==> config.mk <==
export PLATFORM = sky130hd
export DESIGN_NAME = reg_scoreboard
export DESIGN_NICKNAME = d
export VERILOG_FILES = /design/src/rtl/riscv_pkg.sv /design/src/rtl/sb_busy_table.sv /design/src/rtl/reg_scoreboard.sv
export SDC_FILE = /design/constraint.sdc
export NUM_CORES = 1
export LEC_CHECK = 0
export ABC_CLOCK_PERIOD_IN_PS = 4100
export BUFFER_PORTS_ARGS = -buffer_cell sky130_fd_sc_hd__buf_2
export CORE_AREA = 3 3 75 77
export CTS_BUF_LIST = sky130_fd_sc_hd__clkbuf_2 sky130_fd_sc_hd__clkbuf_4 sky130_fd_sc_hd__clkbuf_8
export CTS_CLUSTER_SIZE = 8
export DETAILED_ROUTE_END_ITERATION = 6
export DIE_AREA = 0 0 78 80
export PLACE_DENSITY = 0.95
export SYNTH_ARGS = -nofsm -noshare
export SYNTH_HDL_FRONTEND = slang
export SYNTH_SLANG_ARGS = --single-unit
==> constraint.sdc <==
create_clock -name clk -period 4.1 [get_ports clk]
set_clock_uncertainty 0.2 [all_clocks]
set_input_delay 0.205 -clock clk [delete_from_list [all_inputs] [get_ports clk]]
set_output_delay 0.205 -clock clk [all_outputs]
set_load 0.005 [all_outputs]
==> src/rtl/riscv_pkg.sv <==
// Shared RISC-V core definitions: register-address width, architectural
// register count and the register-address type.
package riscv_pkg;

  localparam int unsigned REG_ADDR_W = 5;
  localparam int unsigned NUM_REGS   = 32;

  typedef logic [REG_ADDR_W-1:0] reg_addr_t;

endpackage

==> src/rtl/sb_busy_table.sv <==
// Pending-write bitmap for the register scoreboard.
//   clk, rst              : clock, asynchronous active-high reset
//   flush                 : clear every busy bit next cycle (overrides set/clear)
//   clr_en / clr_addr     : clear one bit (write-back)
//   set_en / set_addr     : set one bit (issue); set wins over clear on same addr
//   rd_a_addr / rd_b_addr : two read ports (source operands)
//   rd_a_busy / rd_b_busy : busy bit at the read addresses
//   busy_vec              : full bitmap, bit 0 always 0
module sb_busy_table
  import riscv_pkg::*;
#(
  parameter int unsigned NUM_REGS = riscv_pkg::NUM_REGS
) (
  input  logic                clk,
  input  logic                rst,
  input  logic                flush,
  input  logic                clr_en,
  input  reg_addr_t           clr_addr,
  input  logic                set_en,
  input  reg_addr_t           set_addr,
  input  reg_addr_t           rd_a_addr,
  input  reg_addr_t           rd_b_addr,
  output logic                rd_a_busy,
  output logic                rd_b_busy,
  output logic [NUM_REGS-1:0] busy_vec
);

  logic [NUM_REGS-1:0] busy_q;
  logic [NUM_REGS-1:0] busy_d;

  always_comb begin
    busy_d = busy_q;
    if (clr_en) begin
      busy_d[clr_addr] = 1'b0;
    end
    if (set_en) begin
      busy_d[set_addr] = 1'b1;
    end
    if (flush) begin
      busy_d = '0;
    end
    // x0 is never tracked.
    busy_d[0] = 1'b0;
  end

  always_ff @(posedge clk or posedge rst) begin
    if (rst) begin
      busy_q <= '0;
    end else begin
      busy_q <= busy_d;
    end
  end

  assign rd_a_busy = busy_q[rd_a_addr];
  assign rd_b_busy = busy_q[rd_b_addr];
  assign busy_vec  = busy_q;

endmodule

==> src/rtl/reg_scoreboard.sv <==
// Register scoreboard for long-latency results. Marks a destination busy when
// a long op issues, releases it on write-back, and stalls decode on RAW/WAW
// hazards or when the outstanding-operation limit is reached.
// Ports:
//   clk, rst                : clock, asynchronous active-high reset
//   id_valid, id_rs1/2, id_rd, id_regwrite, id_long : decode instruction
//   wb_valid, wb_rd         : long-latency write-back
//   flush                   : abort all in-flight long ops
//   stall                   : combinational decode hold
//   busy_vec, outstanding, full, err : scoreboard status
// Build option: SCOREBOARD_WB_BYPASS_EN lets a same-cycle write-back release
// hazards and the full condition (value supplied by the WB forwarding path).
module reg_scoreboard
  import riscv_pkg::*;
#(
  parameter int unsigned NUM_REGS        = riscv_pkg::NUM_REGS,
  parameter int unsigned MAX_OUTSTANDING = 4,
  parameter int unsigned CNT_W           = $clog2(MAX_OUTSTANDING + 1)
) (
  input  logic                clk,
  input  logic                rst,
  input  logic                id_valid,
  input  reg_addr_t           id_rs1,
  input  reg_addr_t           id_rs2,
  input  reg_addr_t           id_rd,
  input  logic                id_regwrite,
  input  logic                id_long,
  input  logic                wb_valid,
  input  reg_addr_t           wb_rd,
  input  logic                flush,
  output logic                stall,
  output logic [NUM_REGS-1:0] busy_vec,
  output logic [CNT_W-1:0]    outstanding,
  output logic                full,
  output logic                err
);

`ifdef SCOREBOARD_WB_BYPASS_EN
  localparam logic Byp = 1'b1;
`else
  localparam logic Byp = 1'b0;
`endif

  localparam logic [CNT_W-1:0] CntMax = CNT_W'(MAX_OUTSTANDING);

  logic [CNT_W-1:0] cnt_q, cnt_d;
  logic             err_q, err_d;

  logic rs1_busy, rs2_busy, rd_busy, wb_busy;
  logic wb_byp;
  logic hz_rs1, hz_rs2, hz_rd, hz_full;
  logic issue, release_op;

  sb_busy_table #(
    .NUM_REGS (NUM_REGS)
  ) u_busy_table (
    .clk       (clk),
    .rst       (rst),
    .flush     (flush),
    .clr_en    (wb_valid && !flush),
    .clr_addr  (wb_rd),
    .set_en    (issue && !flush),
    .set_addr  (id_rd),
    .rd_a_addr (id_rs1),
    .rd_b_addr (id_rs2),
    .rd_a_busy (rs1_busy),
    .rd_b_busy (rs2_busy),
    .busy_vec  (busy_vec)
  );

  assign rd_busy = busy_vec[id_rd];
  assign wb_busy = busy_vec[wb_rd];
  assign wb_byp  = Byp && wb_valid;

  always_comb begin
    hz_rs1  = (id_rs1 != '0) && rs1_busy && !(wb_byp && (wb_rd == id_rs1));
    hz_rs2  = (id_rs2 != '0) && rs2_busy && !(wb_byp && (wb_rd == id_rs2));
    hz_rd   = (id_rd != '0) && rd_busy && !(wb_byp && (wb_rd == id_rd));
    hz_full = id_long && full && !wb_byp;
    stall   = id_valid && (hz_rs1 || hz_rs2 || (id_regwrite && hz_rd) || hz_full);
    issue   = id_valid && !stall && id_regwrite && id_long && (id_rd != '0);
  end

  // Bit 0 of the bitmap is never set, so wb_busy already excludes x0.
  assign release_op = wb_valid && wb_busy;

  // A bad write-back (not busy, or x0) contributes nothing to the count; an
  // issue in the same cycle still counts so the count tracks the bitmap.
  always_comb begin
    cnt_d = cnt_q;
    if (flush) begin
      cnt_d = '0;
    end else if (issue && !release_op) begin
      if (cnt_q != CntMax) cnt_d = cnt_q + 1'b1;
    end else if (!issue && release_op) begin
      if (cnt_q != '0) cnt_d = cnt_q - 1'b1;
    end
  end

  always_comb begin
    err_d = err_q;
    if (wb_valid && (!wb_busy || (wb_rd == '0))) begin
      err_d = 1'b1;
    end
  end

  always_ff @(posedge clk or posedge rst) begin
    if (rst) begin
      cnt_q <= '0;
      err_q <= 1'b0;
    end else begin
      cnt_q <= cnt_d;
      err_q <= err_d;
    end
  end

  assign outstanding = cnt_q;
  assign full        = (cnt_q == CntMax);
  assign err         = err_q;

endmodule

==> impl_metrics.toml <==
[status]
status = "finished clean"

[worst_setup_path]
critPathMaxFanout = 6
slowest_delay_ns = 0.52
cp_top_family = "compound AO/OA/AOI/OAI gates"
end_kind = "flop"
worstSetupPathType = "reg -> reg"
start_kind = "flop"
critical_path_required_ns = 4.11
path_cells = "mux4_2, nand2b_1, a32oi_1, a41o_1, and4_1, fa_1, nor4b_1, mux2i_1, a31oi_1"
worstPathArrival_ns = 3.18
critPathSlowestCell = "mux4_2"
crit_buf_inv = 0

[global_routing]
grt_overflow = 0
grt_usage_pct = 32.9
grt_pass1_vias = 3019
grt_pass1_wl_mm = 15.8
grt_max_degree = 42
antenna_found_initial = 0

[sta]
setup_viol = 0
slew_violations = 0
worst_pin_slew_ns = 0.719
rsz0062_at_grt = "no"
max_freq_ghz = 0.315
period_share_pct = 77.3
setup_slack_ns = 0.929
hold_violations = 0
hold_ws_ns = 0.105
slew_headroom_pct = 51.7
fin_setup_tns_ns = 0
period_needed_ns = 3.17

[finish]
layoutNonFillerInstCount = 451
fin_util_pct = 69.6
synthToLayoutAreaGrowth_pct = 13.7
drive_gt1_share_pct = 29.4
layout_commonest_cell = "buf_2"
mostFrequentLayoutCells = "buf_2 (63), o21ai_0 (42), dfrtp_1 (35), nor2b_1 (30), mux2i_1 (21)"
finalNetCount = 408
post-route-cell-area_sq_um = 3530
diodes = 0

[synthesis]
synth.avg_cell_area_sq_um = 9.38
yosysSeqAreaShare_pct = 28.2
synth_edf_count = 0
async_flop_share_pct = 100
ys_seq_elements = 35
yosys_warnings = 0
yosysUniqueCellTypes = 61
syn_area_sq_um = 3110
netlist_instances = 331
syn-num-nets = 359
ys.flop_type = "dfrtp_1"

[place]
place.gp.congestion = 0.987
port_buffers = 63
placed_area_sq_um = 3400
dpl.cell_count = 442
place_hpwl_mm = 7.04
pre_cts_ws_ns = 0.856

[cts]
insertion_delay_ns = 0.29
cts_resized = 0
h-tree-depth = 2
ctsHoldBuffers = 1
cts_buffers = 5
postCtsSetupBuffers = 0
tritoncts = "done"
cts_root_buffer = "clkbuf_8"
numClockSinks = 35
clk_pin_slew_worst_paths_ns = 0.08
cts_buffer_depth = 2

[routing]
vias = 3188
ant_nets = 0
wl_mm = 9.98
drt_iter0_drc = 414
first_pass_iters = 5
avgViaCountPerCell = 7.07
post-route-drc-count = 0
wl_per_cell_um = 22.1

[flow_run]
drv_cap = 0

[pwr]
power.leakage_nw = 1.52
finalPower_uw = 833
p_per_area_nw_per_um2 = 236
ir_worst_vdd_mv = 0.183

[floorplanning]
io_pins = 65
die_h_um = 80
start_util_pct = 61.2
num_rows = 26
core_sq_um = 5070
die-area_sq_um = 6240
die_w_um = 78

[worst_hold_path]
hp-class = "in -> reg"
## routing by layer
layer | global-route usage [%] | share of wire (%)
met5 | 0 | 0
met4 | 12.6 | 2.7
met3 | 8.01 | 14
met2 | 50.0 | 46
met1 | 45.6 | 37
## cell type report
class	instances	area, sq um
clock buffer	6	82.6
clock inverter	2	35.0
fill	420	1540
inverter	8	30.0
multi-input combinational	265	2090
sequential	35	876
tap	70	87.6
timing repair buffer	65	333
## cell families after synthesis
kind of cell / Yosys count / share of synthesized area [%]
flip-flops: 35 / 28.2
multiplexers: 47 / 23.4
AO/OA/AOI/OAI: 96 / 20.3
adder cells (fa/ha/maj): 1 / 0.645
other: 1 / 0.121
AND/OR/NAND/NOR: 120 / 22.7
buffers and inverters: 31 / 4.59
## worst register-to-register path: cells and delay by family, from the launching register on
kind,cells,cell delay [ns]
AND/OR/NAND/NOR,3,0.71
AO/OA/AOI/OAI,3,0.81
adder cells (fa/ha/maj),1,0.27
multiplexers,2,0.64
flip-flops,1,0.47
## flip-flops by register name (all words and copies together), names as in the netlist
name,cells
outstanding,3
err,1
u_busy_table.busy_vec,31
## power breakdown
group,internal (mW),leakage (nW),switching [mW]
logic,0.0553,0.973,0.0959
registers,0.348,0.483,0.00699
clock network,0.197,0.0612,0.130
## final timing paths
kind	from	to	slack [ns]	depth (start not counted)
max	u_busy_table.busy_vec[7]	outstanding[2]	0.93	9
min	wb_valid	err	0.11	3
max reg2reg	u_busy_table.busy_vec[7]	outstanding[2]	0.93	9
min reg2reg	err	err	0.30	1
max in group asynchronous	rst	u_busy_table.busy_vec[28]	3.04	4
min in group asynchronous	rst	u_busy_table.busy_vec[5]	0.35	4
## cells in the mapped netlist, types with 2 or more instances
master | number | area share, %
or3b_2 | 2 | 0.56
a22oi_1 | 2 | 0.48
and3_1 | 2 | 0.40
nor3_1 | 8 | 1.3
o221ai_1 | 2 | 0.56
mux4_2 | 20 | 15
nor2_1 | 15 | 1.8
a211oi_1 | 2 | 0.48
o31ai_2 | 4 | 1.6
mux2_2 | 6 | 2.2
nand2b_1 | 11 | 2.2
clkbuf_1 | 10 | 1.2
o31ai_1 | 6 | 1.5
a21boi_0 | 2 | 0.48
nand3b_1 | 4 | 0.97
a22o_1 | 2 | 0.56
nand4b_1 | 2 | 0.56
dfrtp_1 | 35 | 28
buf_2 | 9 | 1.5
o22ai_1 | 6 | 1.2
buf_4 | 2 | 0.48
nand3_1 | 13 | 2.1
o21ai_0 | 42 | 6.8
a31oi_1 | 4 | 0.81
inv_1 | 8 | 0.97
a221oi_1 | 3 | 0.85
mux2i_1 | 21 | 6.8
o32ai_1 | 4 | 1.1
a32oi_1 | 2 | 0.56
nor2b_1 | 30 | 6.0
a21oi_1 | 8 | 1.3
or3_1 | 2 | 0.40
nand2_1 | 14 | 1.7
(Power assumes the default switching activity.)
